`src/rtl/dds_pkg.sv`:
```
// Shared types and constants for the DDS sweep controller and its dwell timer.
package dds_pkg;

    localparam int unsigned DDS_W = 12;

    typedef enum logic [2:0] {
        IDLE  = 3'd0,
        CLEAR = 3'd1,
        DWELL = 3'd2,
        STEP  = 3'd3,
        DONE  = 3'd4
    } sweep_state_t;

endpackage

```
`src/rtl/dds_dwell_timer.sv`:
```
// Dwell counter: load clears the count, run advances it, expire flags count == dwell.
// The expire flag is registered alongside the count so it always matches the held count.
module dds_dwell_timer #(
    parameter int unsigned DWELL_W = 16
) (
    input  logic               clk,
    input  logic               reset,
    input  logic               load_i,
    input  logic               run_i,
    input  logic [DWELL_W-1:0] dwell_i,
    output logic               expire_o
);

    logic [DWELL_W-1:0] cnt_q, cnt_d;
    logic               expire_q, expire_d;

    always_ff @(posedge clk or negedge reset) begin
        if (!reset) begin
            cnt_q    <= '0;
            expire_q <= 1'b0;
        end else begin
            cnt_q    <= cnt_d;
            expire_q <= expire_d;
        end
    end

    always_comb begin
        cnt_d = cnt_q;
        if (load_i) begin
            cnt_d = '0;
        end else if (run_i) begin
            cnt_d = cnt_q + DWELL_W'(1);
        end
        expire_d = (cnt_d == dwell_i);
    end

    assign expire_o = expire_q;

endmodule

```
`src/rtl/dds_sweep_ctrl.sv`:
```
// Frequency-sweep sequencer driving the DDS phase step (din) and accumulator clear.
// Optional DDS_SWEEP_TRIANGLE_EN adds an up/down (triangle) ramp and the sweep_dn output.
module dds_sweep_ctrl
    import dds_pkg::*;
#(
    parameter int unsigned W       = DDS_W,
    parameter int unsigned DWELL_W = 16
) (
    input  logic               clk,
    input  logic               reset,
    input  logic               start,
    input  logic               abort,
    input  logic [W-1:0]       cfg_start_step,
    input  logic [W-1:0]       cfg_stop_step,
    input  logic [W-1:0]       cfg_inc,
    input  logic [DWELL_W-1:0] cfg_dwell,
    input  logic               cfg_cont,
    output logic [W-1:0]       step_out,
    output logic               acc_clear,
    output logic               busy,
`ifdef DDS_SWEEP_TRIANGLE_EN
    output logic               sweep_dn,
`endif
    output logic               done
);

    sweep_state_t       state_q, state_d;
    logic [W-1:0]       step_q, step_d;
    logic               acc_clear_q, acc_clear_d;
    logic               busy_q, busy_d;
    logic               done_q, done_d;

    logic [W-1:0]       start_sh_q, start_sh_d;
    logic [W-1:0]       stop_sh_q, stop_sh_d;
    logic [W-1:0]       inc_sh_q, inc_sh_d;
    logic [DWELL_W-1:0] dwell_sh_q, dwell_sh_d;
    logic               cont_sh_q, cont_sh_d;

    logic               tmr_load, tmr_run, tmr_expire;

    logic [W:0]         up_sum;
    logic               up_ok;
    sweep_state_t       ramp_state;
    logic [W-1:0]       ramp_step;

`ifdef DDS_SWEEP_TRIANGLE_EN
    logic               dn_q, dn_d;
    logic [W:0]         dn_diff;
    logic               dn_ok;
    logic               ramp_dn;
`endif

    dds_dwell_timer #(
        .DWELL_W (DWELL_W)
    ) u_dwell_timer (
        .clk      (clk),
        .reset    (reset),
        .load_i   (tmr_load),
        .run_i    (tmr_run),
        .dwell_i  (dwell_sh_q),
        .expire_o (tmr_expire)
    );

    always_ff @(posedge clk or negedge reset) begin
        if (!reset) begin
            state_q     <= IDLE;
            step_q      <= '0;
            acc_clear_q <= 1'b0;
            busy_q      <= 1'b0;
            done_q      <= 1'b0;
            start_sh_q  <= '0;
            stop_sh_q   <= '0;
            inc_sh_q    <= '0;
            dwell_sh_q  <= '0;
            cont_sh_q   <= 1'b0;
`ifdef DDS_SWEEP_TRIANGLE_EN
            dn_q        <= 1'b0;
`endif
        end else begin
            state_q     <= state_d;
            step_q      <= step_d;
            acc_clear_q <= acc_clear_d;
            busy_q      <= busy_d;
            done_q      <= done_d;
            start_sh_q  <= start_sh_d;
            stop_sh_q   <= stop_sh_d;
            inc_sh_q    <= inc_sh_d;
            dwell_sh_q  <= dwell_sh_d;
            cont_sh_q   <= cont_sh_d;
`ifdef DDS_SWEEP_TRIANGLE_EN
            dn_q        <= dn_d;
`endif
        end
    end

    // Step arithmetic is one bit wider so a carry/borrow out ends the ramp instead of wrapping.
    always_comb begin
        up_sum = {1'b0, step_q} + {1'b0, inc_sh_q};
        up_ok  = (inc_sh_q != '0) && (step_q < stop_sh_q) && (up_sum <= {1'b0, stop_sh_q});
`ifdef DDS_SWEEP_TRIANGLE_EN
        dn_diff = {1'b0, step_q} - {1'b0, inc_sh_q};
        dn_ok   = (inc_sh_q != '0) && !dn_diff[W] && (dn_diff[W-1:0] >= start_sh_q);
`endif
    end

    // Decision taken when the current step's dwell expires.
    always_comb begin
        ramp_state = DONE;
        ramp_step  = step_q;
`ifdef DDS_SWEEP_TRIANGLE_EN
        ramp_dn    = 1'b0;
        if (!dn_q) begin
            if (up_ok) begin
                ramp_state = STEP;
                ramp_step  = up_sum[W-1:0];
            end else if (dn_ok) begin
                ramp_state = STEP;
                ramp_step  = dn_diff[W-1:0];
                ramp_dn    = 1'b1;
            end else if (cont_sh_q) begin
                ramp_state = DWELL;
            end
        end else begin
            if (dn_ok) begin
                ramp_state = STEP;
                ramp_step  = dn_diff[W-1:0];
                ramp_dn    = 1'b1;
            end else if (cont_sh_q && up_ok) begin
                ramp_state = STEP;
                ramp_step  = up_sum[W-1:0];
            end else if (cont_sh_q) begin
                ramp_state = DWELL;
            end
        end
`else
        if (up_ok) begin
            ramp_state = STEP;
            ramp_step  = up_sum[W-1:0];
        end else if (cont_sh_q) begin
            ramp_state = DWELL;
            ramp_step  = start_sh_q;
        end
`endif
    end

    always_comb begin
        state_d     = state_q;
        step_d      = step_q;
        acc_clear_d = 1'b0;
        busy_d      = busy_q;
        done_d      = 1'b0;
        start_sh_d  = start_sh_q;
        stop_sh_d   = stop_sh_q;
        inc_sh_d    = inc_sh_q;
        dwell_sh_d  = dwell_sh_q;
        cont_sh_d   = cont_sh_q;
        tmr_load    = 1'b0;
        tmr_run     = 1'b0;
`ifdef DDS_SWEEP_TRIANGLE_EN
        dn_d        = dn_q;
`endif

        unique case (state_q)
            IDLE: begin
                tmr_load = 1'b1;
                if (start && !abort) begin
                    start_sh_d  = cfg_start_step;
                    stop_sh_d   = cfg_stop_step;
                    inc_sh_d    = cfg_inc;
                    dwell_sh_d  = cfg_dwell;
                    cont_sh_d   = cfg_cont;
                    state_d     = CLEAR;
                    acc_clear_d = 1'b1;
                    busy_d      = 1'b1;
                end
            end
            CLEAR: begin
                step_d   = start_sh_q;
                state_d  = DWELL;
                tmr_load = 1'b1;
`ifdef DDS_SWEEP_TRIANGLE_EN
                dn_d     = 1'b0;
`endif
            end
            DWELL, STEP: begin
                if (tmr_expire) begin
                    state_d = ramp_state;
                    step_d  = ramp_step;
`ifdef DDS_SWEEP_TRIANGLE_EN
                    dn_d    = ramp_dn;
`endif
                    if (ramp_state == DONE) begin
                        done_d = 1'b1;
                    end else begin
                        tmr_load = 1'b1;
                    end
                end else begin
                    state_d = DWELL;
                    tmr_run = 1'b1;
                end
            end
            DONE: begin
                state_d  = IDLE;
                busy_d   = 1'b0;
                tmr_load = 1'b1;
            end
            default: begin
                state_d  = IDLE;
                busy_d   = 1'b0;
                tmr_load = 1'b1;
            end
        endcase

        // Abort overrides everything, including a same-cycle start.
        if (abort) begin
            state_d     = IDLE;
            step_d      = '0;
            acc_clear_d = 1'b0;
            busy_d      = 1'b0;
            done_d      = 1'b0;
            tmr_load    = 1'b1;
            tmr_run     = 1'b0;
`ifdef DDS_SWEEP_TRIANGLE_EN
            dn_d        = 1'b0;
`endif
        end
    end

    assign step_out  = step_q;
    assign acc_clear = acc_clear_q;
    assign busy      = busy_q;
    assign done      = done_q;
`ifdef DDS_SWEEP_TRIANGLE_EN
    assign sweep_dn  = dn_q;
`endif

endmodule

```
`config.mk`:
```
export PLATFORM = sky130hd
export DESIGN_NAME = dds_sweep_ctrl
export DESIGN_NICKNAME = d
export VERILOG_FILES = /design/src/rtl/dds_pkg.sv /design/src/rtl/dds_dwell_timer.sv /design/src/rtl/dds_sweep_ctrl.sv
export SDC_FILE = /design/constraint.sdc
export NUM_CORES = 1
export LEC_CHECK = 0
export CORE_UTILIZATION = 50
export DETAILED_ROUTE_END_ITERATION = 10
export GPL_ROUTABILITY_DRIVEN = 1
export PLACE_DENSITY = 0.72
export RECOVER_POWER = 100
export SLEW_MARGIN = 30
export SYNTH_ARGS = -nofsm -noshare
export SYNTH_HDL_FRONTEND = slang
export SYNTH_HIERARCHICAL = 1
export SYNTH_SLANG_ARGS = --single-unit
```
`constraint.sdc`:
```
create_clock -name clk -period 15.05 [get_ports clk]
set_input_delay 3.01 -clock clk [delete_from_list [all_inputs] [get_ports clk]]
set_output_delay 3.01 -clock clk [all_outputs]
set_load 0.01 [all_outputs]
```
==> flow_summary.toml, run 1 <==
[timing]
relSlewSlack_pct = -73.1
setup_violations = 0
rsz0062_at_grt = "false"
fin_tns_setup_ns = 0
min_period_ns = 8.25
worst_pin_slew_ns = 2.58
drv_slew = 247
final_hold_viol_count = 0
final.period_utilization_pct = 54.8
fmax_mhz = 121
timing.hold.ws_ns = 0.487
fin_skew_ns = 0.0101

[critical_path]
reg2regPathDepth = 24
r2r_end = "u_dwell_timer/expire_o"
path_class = "input port to flop"
crit_path_max_incr_delay_ns = 2.41
cp_slowest_cell = "clkinvlp_2"
crit_arrival_ns = 8.47
path_max_fanout = 66
path_delay_family = "buffers and inverters"
crit_buf_inv = 3
crit_chain = "dlygate4sd3_1, nor2_1, nand3_1, clkbuf_1, clkinvlp_2, o21ai_0"
r2r_start = "inc_sh_q[0]"
critPathCaptureType = "flop"
critPathLaunchType = "input port"
reg2reg_slack_ns = 7.58
critical_path_cell_count = 6
cp.required_ns = 15.27

[die]
die_h_um = 104
start_util_pct = 52.3
die-area_um2 = 10800
core-area_um2 = 9950
io_pins = 72
rows = 36
die_x_um = 104

[layout]
antenna_cells = 0
drive_above_1_share_pct = 6.48
final_util_pct = 62.0
area_growth_pct = 18.5
nets = 723

[synth]
syn-cell-area_um2 = 5210
seq_area_frac_synth_pct = 42.3
synth.distinct_cells = 71
synth_ff_type = "dfrtp_1"
synth_xor_area_share_pct = 3.19
async_flop_share_pct = 100
synthAdderAreaFrac_pct = 9.03
yosysTopAreaCell = "dfrtp_1"
ys_top_cells_by_area = "dfrtp_1, nand2_1, ha_1"
yosys_warnings = 6
ys_ff_latch = 88
syn_nets = 656
postSynthAreaPerCell_um2 = 9.27
synth-compound-area-share_pct = 13.8
yosysTopAreaCellShare_pct = 42.3
synth_top_family_by_area = "simple AND/OR/NAND/NOR gates"
synth_edf_count = 0
syn_inst = 562
yosys.area_share.simple_pct = 23.7
muxShareOfSynthArea_pct = 3.72

[global_route]
grt_use_total_pct = 24.0
grt_start_max_net_pins = 67
antenna_found_initial = 0
grt_pass1_vias = 4288
grt_first_pass_wirelength_mm = 20.8
grt-ovfl-total = 0

[placed_design]
io_buffers = 71
gp_congestion = 0.891
dp_hpwl_mm = 8.77

[drt]
vias = 4250
wl_per_cell_um = 15.8
postRouteAntennaNets = 0
wirelength_mm = 12.1
vias_per_cell = 5.55
dr.pass1.iters = 4
dr.first_iter.drc_count = 209
drc = 0

[pwr]
ir_worst_vdd_mv = 0.0540
powerDensity_nw_per_um2 = 110
p_leak_nw = 2.96

[cts]
cts_tree = "built"
cts-root-buf = "clkbuf_8"
clk_pin_slew_ns = 0.08
post_cts_buffers = 0
h-tree-depth = 3
clock_path_buffers = 2
clock_latency_ns = 0.37
cts_resized = 0
cts.sinks = 88
numCtsBuffers = 9
cts_hold_buffers = 0

[hold_path]
holdPathStages = 2
hp-start = "start_sh_q[0]"
hp-class = "flop to flop"
min_delay_worst_endpoint = "start_sh_q[0]"

[flow_run]
max-cap-violations = 6

[outcome]
outcome = "complete, but fails checks"
violations = "max-capacitance violations, max-slew violations"
==> tightest hold or removal path, stage by stage, from the launching register on <==
cell and delay [ns]:
dfrtp_1 0.35, nand2_1 0.05, nand2_1 0.05
==> power breakdown <==
group	internal (W)	switching [W]	total (W)
Sequential	0.000267	0.0000249	0.000292
Combinational	0.0000831	0.000107	0.000190
Clock	0.000114	0.0000826	0.000197
Total	0.000464	0.000215	0.000679
==> metrics by stage <==
step           total power (W)  cell area, um^2  std cells  setup slack [ns]
6_report              0.000679             6170        766              6.80
5_1_grt               0.000719             6170        766              6.07
4_1_cts               0.000689             6240        766              9.03
3_5_place_dp          0.000493             6010        751              8.63
3_3_place_gp          0.000483             5990        750              8.77
2_1_floorplan         0.000426             5210        562              9.86
==> routing by layer <==
metal | track usage (%) | share of wire [%] | vias up | wire length (um)
met4 | 7.24 | 1.3 | 0 | 157
met5 | 0 | 0 | - | 0
met2 | 37.4 | 45 | 97 | 5450
met3 | 4.32 | 3.7 | 9 | 451
li1 | - | - | 2091 | -
met1 | 34.2 | 50 | 2053 | 6080
==> synth_stat cells, types with 6 or more instances <==
master	number
nand2_1	155
nor2_1	27
o2bb2ai_2	6
xnor2_1	14
inv_1	28
clkbuf_1	9
dfrtp_1	88
ha_1	36
nor4_1	10
a21oi_1	18
nor2b_1	8
o2bb2ai_1	6
mux2i_1	16
nand3_1	13
nand4_1	9
o21ai_0	21
==> sequential cells by signal, summed over array words and instances, names as in the netlist <==
register	flops
state_q	3
start_sh_q	12
u_dwell_timer/expire_o	1
step_out	12
inc_sh_q	12
dwell_sh_q	16
stop_sh_q	12
acc_clear	1
busy	1
done	1
u_dwell_timer/cnt_q	16
cont_sh_q	1
==> area by class of cell <==
class                      count  area [um^2]
clock buffer                  12          145
multi-input combinational    427         2740
timing repair buffer          75          727
clock inverter                 3         90.1
sequential                    88         2200
fill                         867         3780
tap                          133          166
inverter                      28          106
==> logic make-up after synthesis <==
kind of cell / after synthesis
flops: 88
compound gates: 93
buf+inv: 47
xor+xnor: 19
mux: 19
simple gates: 259
fa+ha+maj: 37
==> worst max-delay path by stage <==
stage / startpoint / endpoint
floorplan: abort / u_dwell_timer/expire_o
global placement: abort / u_dwell_timer/expire_o
detailed placement: abort / u_dwell_timer/expire_o
CTS: abort / u_dwell_timer/expire_o
global route: abort / stop_sh_q[11]
finish: abort / stop_sh_q[5]
==> layout by cell type (no fill, tap or decap), types with 5 or more instances in the layout <==
master and count:
clkbuf_1 5, clkdlybuf4s50_1 54, inv_1 27, nor4_1 10, nand2_1 155, xor2_1 5, dlygate4sd3_1 16, xnor2_1 14
nor3_1 5, o2bb2ai_2 6, or3_1 5, clkbuf_8 10, dfrtp_1 88, nor2_1 28, mux2i_1 16, o2bb2ai_1 6
a21oi_1 19, ha_1 36, nand3_1 13, nand4_1 10, o21ai_0 22, nor2b_1 8
Note: power is estimated with default switching activity, not from simulation.
==> inputs of run 2 (changes only) <==
--- a/config.mk
+++ b/config.mk
@@ -8,7 +8,7 @@
 export CORE_UTILIZATION = 50
 export DETAILED_ROUTE_END_ITERATION = 10
 export GPL_ROUTABILITY_DRIVEN = 1
-export PLACE_DENSITY = 0.72
+export PLACE_DENSITY = 0.75
 export RECOVER_POWER = 100
 export SLEW_MARGIN = 30
 export SYNTH_ARGS = -nofsm -noshare
==> constraint.sdc (replaced) <==
create_clock -name clk -period 6.7 [get_ports clk]
set_input_delay 1.34 -clock clk [delete_from_list [all_inputs] [get_ports clk]]
set_output_delay 1.34 -clock clk [all_outputs]
set_load 0.01 [all_outputs]
==> run 2 against run 1 <==
  * The flow still finishes with violations (max-capacitance violations, max-slew violations)
  * Routed wire length up 1.5%
  * Sequential share of layout area grew 0.27 points
  * Setup slack got worse by 6.1 ns
  * Count of clock-buffer cells in the layout is 2 lower
  * Via count down 0.45%
==> flow_summary.toml, run 2 (synthesis gave the netlist of run 1 again) <==
[outcome]
outcome = "complete, but fails checks"
violations = "max-capacitance violations, max-slew violations"

[cts]
post_cts_buffers = 0
cts_hold_buffers = 0
clock_latency_ns = 0.36
clk_pin_slew_ns = 0.08
cts-root-buf = "clkbuf_8"
h-tree-depth = 3
cts_tree = "built"
numCtsBuffers = 9
cts.sinks = 88
clock_path_buffers = 2
cts_resized = 0

[hold_path]
hp-class = "flop to flop"

[die]
core-area_um2 = 9950
die_x_um = 104
start_util_pct = 52.3
rows = 36
io_pins = 72
die-area_um2 = 10800
die_h_um = 104

[drt]
wl_met2_mm = 5.35
vias_per_cell = 5.52
vias = 4231
met1_length_mm = 6.14
postRouteAntennaNets = 0
dr_wl_met3_um = 673
routed.top_layer = "met4"
wirelength_mm = 12.3
dr.first_iter.drc_count = 256
drc = 0
wl_per_cell_um = 16.1
dr.pass1.iters = 5

[global_route]
grt_pass1_vias = 4212
grt-ovfl-total = 0
grt_first_pass_wirelength_mm = 21.3
antenna_found_initial = 0
grt_use_total_pct = 24.7
grt_start_max_net_pins = 67

[pwr]
p_leak_nw = 2.93
ir_worst_vdd_mv = 0.107
powerDensity_nw_per_um2 = 236

[timing]
fin_tns_setup_ns = 0
setup_violations = 0
min_period_ns = 6.00
rsz0062_at_grt = "false"
worst_pin_slew_ns = 2.47
fmax_mhz = 167
relSlewSlack_pct = -65.0
final.period_utilization_pct = 89.6
final_hold_viol_count = 0
fin_skew_ns = 0.00821
drv_slew = 201

[flow_run]
max-cap-violations = 4

[layout]
antenna_cells = 0
area_growth_pct = 17.6
layout_commonest_cell = "nand2_1"
final_util_pct = 61.5
regArea_um2 = 2200
drive_above_1_share_pct = 6.64
n_fill_cell = 871
layout_common_cells = "nand2_1, dfrtp_1, clkdlybuf4s50_1"
nets = 724
reg.largest.list = "dwell_sh_q (16), u_dwell_timer/cnt_q (16)"
multiInputGateArea_um2 = 2750

[critical_path]
path_max_fanout = 16
crit_path_max_incr_delay_ns = 0.46
crit_buf_inv = 3
path_delay_family = "compound AO/OA/AOI/OAI gates"
path_class = "flop to flop"
critPathLaunchType = "flop"
cp_slowest_cell = "o21bai_2"
crit_arrival_ns = 6.26
cp.required_ns = 6.97
critPathCaptureType = "flop"

[placed_design]
gp_congestion = 0.947
io_buffers = 71
dp_hpwl_mm = 9.23
[run 2: stage by stage]
stage | std cells | worst slack [ns] | total power, W | hold slack, ns | instance area (um^2)
2_1_floorplan | 562 | 1.72 | 0.000958 | 0.445 | 5210
3_3_place_gp | 751 | 1.21 | 0.00109 | 0.463 | 6000
3_5_place_dp | 752 | 0.966 | 0.00111 | 0.466 | 6010
4_1_cts | 766 | 0.895 | 0.00146 | 0.488 | 6180
5_1_grt | 766 | 0.217 | 0.00154 | 0.518 | 6130
6_report | 766 | 0.700 | 0.00144 | 0.480 | 6130
[run 2: power by group]
part	leakage, nW	total [W]	switching (W)	internal (W)
Sequential	1.14	0.000656	0.0000562	0.000599
Clock	0.0880	0.000352	0.000184	0.000167
Combinational	1.70	0.000436	0.000247	0.000189
Total	2.93	0.00144	0.000488	0.000955
[run 2: layout make-up]
type	instances	share of cell area [%]
Inverter	28	1.74
Timing Repair Buffer	76	11.9
Clock buffer	10	2.08
Clock inverter	4	0.776
Tap cell	133	2.72
Multi-Input combinational cell	427	44.8
Sequential cell	88	35.9
[run 2: layer usage]
layer | vias to the layer above | GRT usage [%]
met3 | 14 | 4.89
met2 | 131 | 37.5
met1 | 2000 | 36.2
li1 | 2086 | -
met5 | - | 0
met4 | 0 | 6.22
[run 2: tightest hold or removal path: stages (launching register included)]
cell and delay (ns):
dfrtp_1 0.35, nand2_1 0.05, nand2_1 0.05
[run 2: path summary, 6_finish.rpt]
check	startpoint	endpoint	slack, ns	cells after the start
max reg2reg	step_out[0]	u_dwell_timer/expire_o	0.70	25
max	step_out[0]	u_dwell_timer/expire_o	0.70	25
min reg2reg	start_sh_q[10]	start_sh_q[10]	0.48	2
min in group asynchronous	reset	start_sh_q[5]	1.65	1
min	start_sh_q[10]	start_sh_q[10]	0.48	2
max in group asynchronous	reset	u_dwell_timer/cnt_q[12]	1.84	2
==> inputs of run 3 (changes only) <==
--- a/config.mk
+++ b/config.mk
@@ -5,6 +5,7 @@
 export SDC_FILE = /design/constraint.sdc
 export NUM_CORES = 1
 export LEC_CHECK = 0
+export CORE_MARGIN = 3
 export CORE_UTILIZATION = 50
 export DETAILED_ROUTE_END_ITERATION = 10
 export GPL_ROUTABILITY_DRIVEN = 1
==> run 3 against run 2 <==
  * The flow still finishes with violations (max-capacitance violations, max-slew violations)
  * Global-route usage shrank 1.5 points
  * Maximum frequency grew 3.0%
  * Critical path type unchanged
  * Total power grew 2.7%
  * Largest cell class unchanged
==> flow_summary.toml, run 3 (synthesis gave the netlist of run 1 again) <==
[outcome]
outcome = "complete, but fails checks"
violations = "max-capacitance violations, max-slew violations"

[layout]
layout_commonest_cell = "nand2_1"
area_growth_pct = 18.3
layout_common_cells = "nand2_1, dfrtp_1, clkdlybuf4s50_1"
reg.largest.list = "dwell_sh_q (16), u_dwell_timer/cnt_q (16)"
antenna_cells = 0
drive_above_1_share_pct = 7.40
nets = 724

[timing]
fin_skew_ns = 0.0118
worst_pin_slew_ns = 2.45
relSlewSlack_pct = -63.0
final.period_utilization_pct = 86.9
rsz0062_at_grt = "false"
setup_violations = 0
fmax_mhz = 172
drv_slew = 201
fin_tns_setup_ns = 0
min_period_ns = 5.83
final_hold_viol_count = 0
timing.hold.ws_ns = 0.489

[drt]
wl_per_cell_um = 16.5
drc = 0
dr.pass1.iters = 8
vias_per_cell = 5.59
vias = 4290
wirelength_mm = 12.7
dr.first_iter.drc_count = 258
postRouteAntennaNets = 0

[cts]
clock_path_buffers = 2
cts_resized = 0
cts_hold_buffers = 0
cts_tree = "built"
cts.sinks = 88
post_cts_buffers = 0
clock_latency_ns = 0.36
cts-root-buf = "clkbuf_8"
clk_pin_slew_ns = 0.09
numCtsBuffers = 9
h-tree-depth = 3

[critical_path]
path_class = "flop to flop"
crit_arrival_ns = 6.09
reg2regPathDepth = 25
reg2reg_slack_ns = 0.87
path_max_fanout = 26
critPathLaunchType = "flop"
critPathCaptureType = "flop"
r2r_start = "step_out[0]"
cp.required_ns = 6.96
r2r_end = "u_dwell_timer/expire_o"

[placed_design]
gp_congestion = 0.947
dp_hpwl_mm = 9.46
io_buffers = 71

[die]
die-area_um2 = 11700
start_util_pct = 52.3
io_pins = 72
rows = 36
core-area_um2 = 9950
die_h_um = 108
die_x_um = 108

[global_route]
grt_first_pass_wirelength_mm = 21.3
grt-ovfl-total = 0
grt_use_total_pct = 23.2
antenna_found_initial = 0
grt_start_max_net_pins = 67
grt_pass1_vias = 4279

[hold_path]
holdPathStages = 2
hp-class = "flop to flop"
hp-start = "dwell_sh_q[5]"
min_delay_worst_endpoint = "dwell_sh_q[5]"

[pwr]
ir_worst_vdd_mv = 0.118
powerDensity_nw_per_um2 = 240
p_leak_nw = 2.94

[flow_run]
max-cap-violations = 5
[run 3: cell count changes in the layout (fill, tap and decap cells not counted), sizes merged]
cell | previous run | this run
clkinvlp | 2 | 3
inv | 27 | 28
[run 3: area by class of cell]
class	count	area [um^2]
sequential	88	2200
clock inverter	6	67.6
timing repair buffer	76	731
tap	133	166
clock buffer	10	138
multi-input combinational	427	2750
inverter	28	106
fill	849	3790
[run 3: metal layers]
layer / vias to the layer above / wire length [um] / GRT usage, %
li1: 2082 / - / -
met1: 2066 / 6110 / 33.4
met2: 129 / 5750 / 36.9
met3: 13 / 718 / 3.64
met4: 0 / 116 / 5.77
met5: - / 0 / 0
[run 3: worst max-delay path, cell delays in order (launching register included)]
cell	delay (ns)
dfrtp_1	0.41
ha_1	0.21
inv_1	0.07
fa_1	0.43
nor2b_4	0.15
o2111ai_1	0.16
a31oi_1	0.38
a21o_2	0.20
a21oi_1	0.07
xnor2_1	0.19
ha_1	0.28
a21o_1	0.18
a21oi_1	0.20
o211ai_1	0.13
o21ai_0	0.17
nand4_1	0.20
nor2_4	0.23
nor2_1	0.09
o21bai_2	0.24
buf_4	0.32
inv_1	0.15
o211a_1	0.14
or2_0	0.25
a2111oi_2	0.39
o311ai_1	0.18
nor4_2	0.30
[run 3: stage by stage]
step / total power (W) / std cells / instance area (um^2) / utilization (%) / setup WS, ns
4_1_cts: 0.00150 / 768 / 6210 / 62.4 / 1.02
3_3_place_gp: 0.00109 / 751 / 6000 / 60.3 / 1.40
5_1_grt: 0.00158 / 768 / 6160 / 61.9 / 0.291
3_5_place_dp: 0.00111 / 752 / 6010 / 60.4 / 1.09
6_report: 0.00148 / 768 / 6160 / 61.9 / 0.875
2_1_floorplan: 0.000958 / 562 / 5210 / - / 1.72
[run 3: worst max-delay path by stage]
stage                     cells past startpoint                      to        start
after global routing                         25  u_dwell_timer/expire_o  step_out[0]
after detailed placement                     25  u_dwell_timer/expire_o  step_out[0]
after CTS                                    25  u_dwell_timer/expire_o  step_out[0]
final                                        25  u_dwell_timer/expire_o  step_out[0]
after global placement                       23  u_dwell_timer/expire_o  step_out[1]
after floorplan                              25  u_dwell_timer/expire_o  step_out[0]
[run 3: power breakdown]
group	switching, W	internal (W)	leakage, nW
Clock	0.000202	0.000184	0.0989
Sequential	0.0000561	0.000599	1.14
Combinational	0.000250	0.000190	1.70
